===== config.mk =====
export PLATFORM = sky130hd
export DESIGN_NAME = mil_txd_burst
export DESIGN_NICKNAME = d
export VERILOG_FILES = /design/src/rtl/mil_txd_burst.sv
export SDC_FILE = /design/constraint.sdc
export NUM_CORES = 1
export LEC_CHECK = 0
export CAP_MARGIN = 20
export CORE_AREA = 2 2 105 107
export DETAILED_ROUTE_END_ITERATION = 12
export DIE_AREA = 0 0 107 109
export PLACE_DENSITY = 0.7
export SLEW_MARGIN = 25
export SYNTH_ARGS = -nofsm -noshare
export SYNTH_HDL_FRONTEND = slang
export SYNTH_SLANG_ARGS = --single-unit
export TNS_END_PERCENT = 100

===== constraint.sdc =====
create_clock -name clk -period 3.7 [get_ports clk]
set_input_delay 0.74 -clock clk [delete_from_list [all_inputs] [get_ports clk]]
set_output_delay 0.74 -clock clk [all_outputs]
set_load 0.02 [all_outputs]

===== src/rtl/mil_txd_burst.sv =====
// MIL-STD-1553 style Manchester word transmitter fed by a small word FIFO; words go out back-to-back with no gap.
// Latency: line active one clk after the first write into an empty FIFO; backpressure: writes while full are dropped and pulse ovf.
module mil_txd_burst #(
    parameter int DW      = 16,
    parameter int DIV     = 25,
    parameter int DEPTH   = 4,
    parameter int PAR_ODD = 1
) (
    input  logic                       clk,
    input  logic                       rst_n,
    input  logic                       wr_en,
    input  logic [DW-1:0]              wr_dat,
    input  logic                       wr_cw,
    input  logic                       abort,
    output logic                       full,
    output logic                       empty,
    output logic [$clog2(DEPTH+1)-1:0] level,
    output logic                       ovf,
    output logic                       TXP,
    output logic                       TXN,
    output logic                       en_tx,
    output logic                       ce_tact,
    output logic [$clog2(DW+2)-1:0]    cb_bit,
    output logic                       T_end
);
    localparam int LW  = $clog2(DEPTH+1);
    localparam int PW  = $clog2(DEPTH);
    localparam int CBW = $clog2(DW+2);
    localparam int NH  = 2*(DW+4);
    localparam int HW  = $clog2(NH);
    localparam int DVW = $clog2(DIV);
    localparam logic [DVW-1:0] DIV_LAST = DVW'(DIV-1);
    localparam logic [HW-1:0]  H_LAST   = HW'(NH-1);
    localparam logic [HW-1:0]  H_DATA   = HW'(6);
    localparam logic [HW-1:0]  H_PAR    = HW'(6+2*DW);
    localparam logic [LW-1:0]  LVL_FULL = LW'(DEPTH);
    localparam logic           PODD     = (PAR_ODD != 0);

    typedef enum logic [1:0] {S_IDLE, S_SYNC, S_DATA, S_PAR} state_t;

    state_t          state_q, state_d;
    logic [DVW-1:0]  div_q, div_d;
    logic [HW-1:0]   half_q, half_d;
    logic [DW-1:0]   sr_q, sr_d;
    logic            cw_q, cw_d;
    logic            par_q, par_d;
    logic [PW-1:0]   wr_ptr_q, wr_ptr_d;
    logic [PW-1:0]   rd_ptr_q, rd_ptr_d;
    logic [LW-1:0]   count_q, count_d;
    logic            full_q, full_d;
    logic            empty_q, empty_d;
    logic            ovf_q, ovf_d;
    logic            txp_q, txp_d;
    logic            txn_q, txn_d;
    logic            en_tx_q, en_tx_d;
    logic            ce_q, ce_d;
    logic [CBW-1:0]  cb_q, cb_d;
    logic            tend_q, tend_d;
    logic [DW:0]     mem_q [DEPTH];
    logic [DW:0]     head;
    logic [HW-1:0]   hoff;
    logic            load, push, pop;

    always_comb begin
        state_d = state_q;
        div_d   = div_q;
        half_d  = half_q;
        sr_d    = sr_q;
        cw_d    = cw_q;
        par_d   = par_q;
        load    = 1'b0;
        head    = mem_q[rd_ptr_q];

        // half_q counts half-bits across the whole word: 0..5 sync, then data, then parity
        if (state_q == S_IDLE) begin
            load = !empty_q;
        end else if (div_q == DIV_LAST) begin
            div_d = '0;
            if (state_q == S_DATA && half_q[0]) begin
                sr_d = {sr_q[DW-2:0], 1'b0};
            end
            if (half_q == H_LAST) begin
                load    = !empty_q;
                state_d = S_IDLE;
            end else begin
                half_d = half_q + HW'(1);
                if (half_d < H_DATA) begin
                    state_d = S_SYNC;
                end else if (half_d < H_PAR) begin
                    state_d = S_DATA;
                end else begin
                    state_d = S_PAR;
                end
            end
        end else begin
            div_d = div_q + DVW'(1);
        end

        if (load) begin
            state_d = S_SYNC;
            div_d   = '0;
            half_d  = '0;
            sr_d    = head[DW-1:0];
            cw_d    = head[DW];
            par_d   = (^head[DW-1:0]) ^ PODD;
        end
        if (abort) begin
            state_d = S_IDLE;
            div_d   = '0;
            half_d  = '0;
            load    = 1'b0;
        end

        push     = wr_en && !full_q && !abort;
        pop      = load;
        ovf_d    = wr_en && full_q && !abort;
        wr_ptr_d = push ? wr_ptr_q + PW'(1) : wr_ptr_q;
        rd_ptr_d = pop ? rd_ptr_q + PW'(1) : rd_ptr_q;
        case ({push, pop})
            2'b10:   count_d = count_q + LW'(1);
            2'b01:   count_d = count_q - LW'(1);
            default: count_d = count_q;
        endcase
        if (abort) begin
            wr_ptr_d = '0;
            rd_ptr_d = '0;
            count_d  = '0;
        end
        full_d  = (count_d == LVL_FULL);
        empty_d = (count_d == '0);

        // Line outputs are derived from the next position so they register in step with it
        en_tx_d = (state_d != S_IDLE);
        txp_d   = 1'b0;
        cb_d    = '0;
        hoff    = half_d - H_DATA;
        case (state_d)
            S_SYNC: txp_d = cw_d ? (half_d < HW'(3)) : (half_d >= HW'(3));
            S_DATA: begin
                txp_d = sr_d[DW-1] ^ half_d[0];
                cb_d  = CBW'((hoff >> 1) + HW'(1));
            end
            S_PAR: begin
                txp_d = par_d ^ half_d[0];
                cb_d  = CBW'(DW+1);
            end
            default: ;
        endcase
        txn_d  = en_tx_d & ~txp_d;
        ce_d   = en_tx_d && (div_d == DIV_LAST);
        tend_d = (state_d == S_PAR) && (half_d == H_LAST) && (div_d == DIV_LAST);
    end

    always_ff @(posedge clk) begin
        if (!rst_n) begin
            state_q  <= S_IDLE;
            div_q    <= '0;
            half_q   <= '0;
            sr_q     <= '0;
            cw_q     <= 1'b0;
            par_q    <= 1'b0;
            wr_ptr_q <= '0;
            rd_ptr_q <= '0;
            count_q  <= '0;
            full_q   <= 1'b0;
            empty_q  <= 1'b1;
            ovf_q    <= 1'b0;
            txp_q    <= 1'b0;
            txn_q    <= 1'b0;
            en_tx_q  <= 1'b0;
            ce_q     <= 1'b0;
            cb_q     <= '0;
            tend_q   <= 1'b0;
        end else begin
            state_q  <= state_d;
            div_q    <= div_d;
            half_q   <= half_d;
            sr_q     <= sr_d;
            cw_q     <= cw_d;
            par_q    <= par_d;
            wr_ptr_q <= wr_ptr_d;
            rd_ptr_q <= rd_ptr_d;
            count_q  <= count_d;
            full_q   <= full_d;
            empty_q  <= empty_d;
            ovf_q    <= ovf_d;
            txp_q    <= txp_d;
            txn_q    <= txn_d;
            en_tx_q  <= en_tx_d;
            ce_q     <= ce_d;
            cb_q     <= cb_d;
            tend_q   <= tend_d;
        end
    end

    always_ff @(posedge clk) begin
        if (rst_n && push) begin
            mem_q[wr_ptr_q] <= {wr_cw, wr_dat};
        end
    end

    assign full    = full_q;
    assign empty   = empty_q;
    assign level   = count_q;
    assign ovf     = ovf_q;
    assign TXP     = txp_q;
    assign TXN     = txn_q;
    assign en_tx   = en_tx_q;
    assign ce_tact = ce_q;
    assign cb_bit  = cb_q;
    assign T_end   = tend_q;
endmodule

==> results of run 1 <==
-- report_power, final --
part	switching [mW]	internal, mW	total (mW)
Clock	0.593	0.954	1.55
Combinational	0.0894	0.0776	0.167
Sequential	0.0133	1.45	1.46
Total	0.696	2.48	3.17
-- per-stage QoR --
step                      hold WS [ns]  cells  total power [mW]   util  area, um2
after floorplan                  0.445    410              1.59      -       5310
after global placement           0.461    574              1.65  0.548       5810
after detailed placement         0.482    574              1.65  0.548       5810
after CTS                        0.492    606              3.20  0.601       6380
after global routing             0.512    606              3.29  0.601       6380
final                            0.488    606              3.17  0.601       6380
-- worst max-delay path: cells and delay by family (launching register included) --
kind / cells / cell delay [ns]
compound gates: 3 / 0.81
xor+xnor: 1 / 0.17
fa+ha+maj: 2 / 0.57
buf+inv: 1 / 0.21
flops: 1 / 0.40
simple gates: 5 / 1.02
-- logic make-up after synthesis --
kind of cell,Yosys count
buffers and inverters,37
AOI/OAI and AO/OA,56
muxes,37
adders and majority gates,14
and+or+nand+nor,113
xor gates and xnor gates,32
DFF,121
-- state kept, by name, summed over array words and instances, names as in the netlist, named ones only --
signal and count:
TXN 1, full 1, mem_q 68, wr_ptr_q 2
state_q 2, div_q 5, half_q 6, sr_q 16
ovf 1, empty 1, rd_ptr_q 2, ce_tact 1
par_q 1, level 3, cw_q 1, cb_bit 5
T_end 1, en_tx 1, TXP 1
-- per-layer routing --
layer / track usage / share of wire / vias up
met1: 0.238 / 0.45 / 1641
met3: 0.0580 / 0.045 / 9
met4: 0.0686 / 0.0088 / 0
met2: 0.312 / 0.50 / 69
met5: 0 / 0 / -
li1: - / - / 1608
-- worst max-delay path by stage --
| stage | start | slack [ns] | to | cells after the start |
|---|---|---|---|---|
| after floorplan | div_q[0]$_SDFF_PN0_ | 0.80 | full$_SDFF_PN0_ | 13 |
| after global placement | abort | 0.48 | TXN$_SDFF_PN0_ | 11 |
| after detailed placement | abort | 0.36 | TXN$_SDFF_PN0_ | 11 |
| after CTS | half_q[0]$_SDFF_PN0_ | 0.51 | TXN$_SDFF_PN0_ | 12 |
| after global routing | half_q[0]$_SDFF_PN0_ | 0.18 | TXN$_SDFF_PN0_ | 12 |
| final | half_q[0]$_SDFF_PN0_ | 0.42 | TXN$_SDFF_PN0_ | 12 |
-- placed cells by master, fill, tap and decap left out, types with 5 or more instances in the layout --
| master | Yosys | final |
|---|---|---|
| xor2_1 | 12 | 12 |
| clkbuf_16 | 0 | 16 |
| a21oi_1 | 13 | 13 |
| inv_1 | 16 | 16 |
| a211oi_1 | 14 | 14 |
| mux4_2 | 17 | 17 |
| clkdlybuf4s50_1 | 0 | 36 |
| nand4_1 | 6 | 6 |
| nand2_1 | 22 | 22 |
| ha_1 | 13 | 13 |
| nor2_1 | 44 | 44 |
| xnor2_1 | 20 | 20 |
| dfxtp_1 | 53 | 53 |
| and3_1 | 6 | 6 |
| buf_4 | 1 | 9 |
| edfxtp_1 | 68 | 68 |
| nand3_1 | 8 | 8 |
| mux2i_1 | 18 | 18 |
| a31oi_1 | 5 | 5 |
-- final cells by class --
type	instances	area share
Timing Repair Buffer	45	0.0671
Clock inverter	15	0.0235
Inverter	16	0.00942
Clock buffer	17	0.0650
Multi-Input combinational cell	252	0.321
Tap cell	140	0.0275
Sequential cell	121	0.487
==> flow_metrics.env, run 1 <==
export IMPL_critPathCaptureType="register"
export IMPL_core_area_um2=10600
export IMPL_max_cap_violations=0
export IMPL_drive_above_1_share=0.146
export IMPL_cts_tree="yes"
export IMPL_antenna_found_initial=0
export IMPL_finalNetCount=488
export IMPL_fmax_ghz=0.305
export IMPL_worstHoldStart="sr_q[0]$_SDFFE_PN0P_"
export IMPL_ctsRootBufferMaster="clkbuf_8"
export IMPL_cts_resized=0
export IMPL_clock_sinks=121
export IMPL_cp_cell_sequence="ha_1 > and3_1 > a211oi_2 > a41oi_1 > nor3_1 > inv_1 > ha_1 > nand3_1 > nand4b_1 > xor2_1 > nand3_1 > o211a_1"
export IMPL_synth_fa_ha_area_frac=0.0344
export IMPL_synth_area_mux_share=0.110
export IMPL_die_h_um=109
export IMPL_clkSlewWorstSetupHoldPaths_ns=0.06
export IMPL_initialDrtViolationCount=172
export IMPL_startpoint_type="register"
export IMPL_port_buffers=36
export IMPL_ctsHoldBuffers=0
export IMPL_synth_top_family_by_area="simple AND/OR/NAND/NOR gates"
export IMPL_pre_cts_ws_ns=0.358
export IMPL_slew_viol_final=0
export IMPL_regToRegSetupSlack_ns=0.42
export IMPL_num_vias=3327
export IMPL_hold_path_class="reg -> reg"
export IMPL_grt_pass1_wl_um=16700
export IMPL_synthTopCellsByCount="edfxtp_1 (68), dfxtp_1 (53), nor2_1 (44)"
export IMPL_path_class="reg -> reg"
export IMPL_netlist_area_um2=5310
export IMPL_ys_seq_area_frac=0.584
export IMPL_hold_depth=2
export IMPL_firstDrtPassIters=4
export IMPL_power_density_nw_per_um2=498
export IMPL_hpwlAfterDp_um=6600
export IMPL_synth_compound_area_frac=0.0775
export IMPL_antenna_cells=0
export IMPL_fp_row_count=38
export IMPL_htree_num_levels=4
export IMPL_initial_core_util=0.501
export IMPL_synthCells=410
export IMPL_insertion_delay_ns=0.52
export IMPL_tightest_slew_ns=0.821
export IMPL_totalWireLength_um=10000
export IMPL_async_reset_ff_frac=0
export IMPL_synthFlopType="edfxtp_1"
export IMPL_synthDistinctLibCells=60
export IMPL_via_per_inst=5.49
export IMPL_ys_ff_latch=121
export IMPL_critical_path_max_fanout=9
export IMPL_first_global_vias=3345
export IMPL_cp_required_ns=4.10
export IMPL_io_pins=37
export IMPL_max_stage_delay_ns=0.47
export IMPL_grt_usage=0.189
export IMPL_crit_slowest_cell="a211oi_2"
export IMPL_syn_num_nets=445
export IMPL_status="completed"
export IMPL_peakVddDrop_mv=0.404
export IMPL_fin_crit_sh=0.887
export IMPL_synth_xor_area_frac=0.0528
export IMPL_maxSlewHeadroom=0.452
export IMPL_fill_cells=805
export IMPL_grt_max_degree=35
export IMPL_antenna_left=0
export IMPL_reg2reg_to="TXN$_SDFF_PN0_"
export IMPL_synth_top_area_cell="edfxtp_1"
export IMPL_r2r_start="half_q[0]$_SDFF_PN0_"
export IMPL_numCtsBuffers=17
export IMPL_post_synth_top_area_fraction=0.385
export IMPL_hold_viol_final=0
export IMPL_fin_crit_ns=3.28
export IMPL_fp_dieW_um=107
export IMPL_yosys_area_share_simple=0.110
export IMPL_yosys_warnings=0
export IMPL_clockBufferDepth=2
export IMPL_cp_arrival_ns=3.69
export IMPL_synth_edf_count=68
export IMPL_worst_slack_ns=0.419
export IMPL_min_to="sr_q[0]$_SDFFE_PN0P_"
export IMPL_multiInputGateArea_um2=2050
export IMPL_finalSetupViolCount=0
export IMPL_grt_overflow=0
export IMPL_finClkSkew_ns=0.0187
export IMPL_reg2reg_depth=12
export IMPL_drcViolationCount=0
export IMPL_area_delta_synth_final_pct=20.1
export IMPL_ff_latch_area_um2=3100
export IMPL_synth_area_leaders="edfxtp_1 (38%), dfxtp_1 (20%), mux4_2 (7.2%)"
export IMPL_cts_setup_buffers=0
export IMPL_dieArea_um2=11700
export IMPL_yosysMostFrequentCell="edfxtp_1"
export IMPL_p_leak_nw=2.16
export IMPL_rsz0062_at_grt="no"
export IMPL_routabilityCongestion=0.838
export IMPL_wl_per_cell_um=16.5
export IMPL_avgSynthCellArea_um2=12.9
export IMPL_fin_setup_tns_ns=0
(Power assumes the default switching activity.)
==> inputs of run 2 (changes only) <==
- GPL_TIMING_DRIVEN: default -> 0
==> run 2 against run 1 <==
Against the previous run:
- combinational power about the same
- highest routed layer unchanged
- non-clock buffer count rose by 12
- utilization up 0.67 points
- clock skew is 0.012 ns lower
- register-to-register slack got worse by 0.20 ns
- maximum frequency is 5.7% lower
- cell count grew 2.0%
- global-route usage decreased by 0.23 points
- first-iteration DRC count increased by 24%
- setup slack got worse by 0.20 ns
- largest cell class unchanged
- clock-buffer cell count did not move
- critical endpoint is now TXP$_SDFF_PN0_
==> flow_metrics.env, run 2 (synthesized netlist as in run 1, its figures left out) <==
export IMPL_status="completed"
export IMPL_switchingPower_uw=731
export IMPL_reg2reg_to="TXP$_SDFF_PN0_"
export IMPL_fin_util=0.608
export IMPL_drive_above_1_share=0.151
export IMPL_slew_viol_final=0
export IMPL_port_buffers=36
export IMPL_firstDrtPassIters=5
export IMPL_totalWireLength_um=9980
export IMPL_fin_crit_ns=3.48
export IMPL_ctsRootBufferMaster="clkbuf_8"
export IMPL_io_pins=37
export IMPL_tightest_slew_ns=0.924
export IMPL_p_total_mw=3.29
export IMPL_grt_max_degree=18
export IMPL_timing_hold_ws_ns=0.477
export IMPL_switching_share=0.222
export IMPL_largest_reg_flops=68
export IMPL_cp_arrival_ns=3.90
export IMPL_cts_tree="yes"
export IMPL_max_cap_violations=0
export IMPL_antenna_cells=0
export IMPL_power_share_clock=0.507
export IMPL_fp_row_count=38
export IMPL_ctsHoldBuffers=0
export IMPL_power_density_nw_per_um2=511
export IMPL_crit_slowest_cell="a311oi_1"
export IMPL_clockBufferDepth=2
export IMPL_maxSlewHeadroom=0.384
export IMPL_cp_cell_sequence="ha_1 > clkbuf_1 > and3_1 > a31oi_1 > o21ai_1 > a311oi_1 > inv_1 > ha_1 > nand3_1 > nand4b_1 > xor2_1 > nand3_1 > o22ai_1"
export IMPL_finClkSkew_ns=0.00706
export IMPL_finalNetCount=500
export IMPL_cts_resized=0
export IMPL_cp_required_ns=4.12
export IMPL_top_regs="mem_q x68, sr_q x16, half_q x6"
export IMPL_grt_pass1_wl_um=16500
export IMPL_max_stage_delay_ns=0.73
export IMPL_final_area_um2=6450
export IMPL_min_to="par_q$_SDFF_PN0_"
export IMPL_sequentialPowerShare=0.443
export IMPL_via_per_inst=5.43
export IMPL_top_register="mem_q"
export IMPL_finalSetupViolCount=0
export IMPL_insertion_delay_ns=0.52
export IMPL_first_global_vias=3327
export IMPL_p_int_mw=2.56
export IMPL_hold_viol_final=0
export IMPL_rsz0062_at_grt="no"
export IMPL_initial_core_util=0.501
export IMPL_hold_depth=2
export IMPL_place_area_um2=5840
export IMPL_fmax_ghz=0.287
export IMPL_antenna_found_initial=0
export IMPL_num_vias=3355
export IMPL_regToRegSetupSlack_ns=0.22
export IMPL_grt_overflow=0
export IMPL_antenna_left=0
export IMPL_drcViolationCount=0
export IMPL_initialDrtViolationCount=214
export IMPL_area_delta_synth_final_pct=21.4
export IMPL_routabilityCongestion=0.850
export IMPL_wl_per_cell_um=16.1
export IMPL_layout_common_cells="edfxtp_1 (68), dfxtp_1 (53), nor2_1 (44)"
export IMPL_clkSlewWorstSetupHoldPaths_ns=0.06
export IMPL_die_h_um=109
export IMPL_core_area_um2=10600
export IMPL_dieArea_um2=11700
export IMPL_fin_setup_tns_ns=0
export IMPL_p_leak_nw=2.21
export IMPL_peakVddDrop_mv=0.411
export IMPL_numCtsBuffers=17
export IMPL_startpoint_type="register"
export IMPL_reg2reg_depth=13
export IMPL_hpwlAfterDp_um=6990
export IMPL_htree_num_levels=4
export IMPL_cts_setup_buffers=0
export IMPL_final_common_cell="edfxtp_1"
export IMPL_hold_path_class="reg -> reg"
export IMPL_fp_dieW_um=107
export IMPL_clock_sinks=121
export IMPL_worstHoldStart="par_q$_SDFF_PN0_"
export IMPL_r2r_start="half_q[1]$_SDFF_PN0_"
export IMPL_p_comb_frac=0.050
export IMPL_path_class="reg -> reg"
export IMPL_critical_path_max_fanout=8
export IMPL_critPathCaptureType="register"
export IMPL_grt_usage=0.187
export IMPL_fin_crit_sh=0.941
==> run 2: cell type report <==
cell class | count | area, um2
plain buffers | 21 | 100
multi-input cells | 252 | 2050
flip-flops and latches | 121 | 3100
inverters | 16 | 60.1
repair buffers | 36 | 360
fillers | 826 | 4160
clock inverters | 15 | 189
clock buffers | 17 | 414
well taps | 140 | 175
==> run 2: critical path: cells and delay by family (launching register included) <==
family	cells	cell delay [ns]
compound gates	4	1.39
simple gates	4	0.61
flops	1	0.38
buf+inv	2	0.38
xor+xnor	1	0.16
fa+ha+maj	2	0.47
==> run 2: how the worst max path moves through the flow <==
stage | from | to | cells past startpoint
final | half_q[1]$_SDFF_PN0_ | TXP$_SDFF_PN0_ | 13
after floorplan | div_q[0]$_SDFF_PN0_ | full$_SDFF_PN0_ | 13
after detailed placement | abort | TXP$_SDFF_PN0_ | 11
after CTS | half_q[1]$_SDFF_PN0_ | TXP$_SDFF_PN0_ | 13
after global routing | half_q[1]$_SDFF_PN0_ | TXP$_SDFF_PN0_ | 12
after global placement | abort | TXP$_SDFF_PN0_ | 11
==> run 2: through the flow <==
stage | worst slack (ns) | std cells
final | 0.219 | 618
after CTS | 0.305 | 618
after global placement | 0.185 | 586
after floorplan | 0.800 | 410
after global routing | 0.00529 | 618
after detailed placement | 0.0941 | 586
==> run 2: routing by layer <==
layer | GRT usage | up-vias | part of all wire
met5 | 0 | - | 0
li1 | - | 1626 | -
met4 | 0.0788 | 0 | 0.017
met3 | 0.0484 | 17 | 0.040
met1 | 0.236 | 1627 | 0.44
met2 | 0.308 | 85 | 0.50
==> run 2: power groups by stage <==
stage	logic, mW	registers [mW]	clock network [mW]
floorplan	0.103	1.49	0
global placement	0.162	1.49	0
detailed placement	0.166	1.49	0
CTS	0.167	1.46	1.68
global route	0.183	1.46	1.75
finish	0.166	1.46	1.67
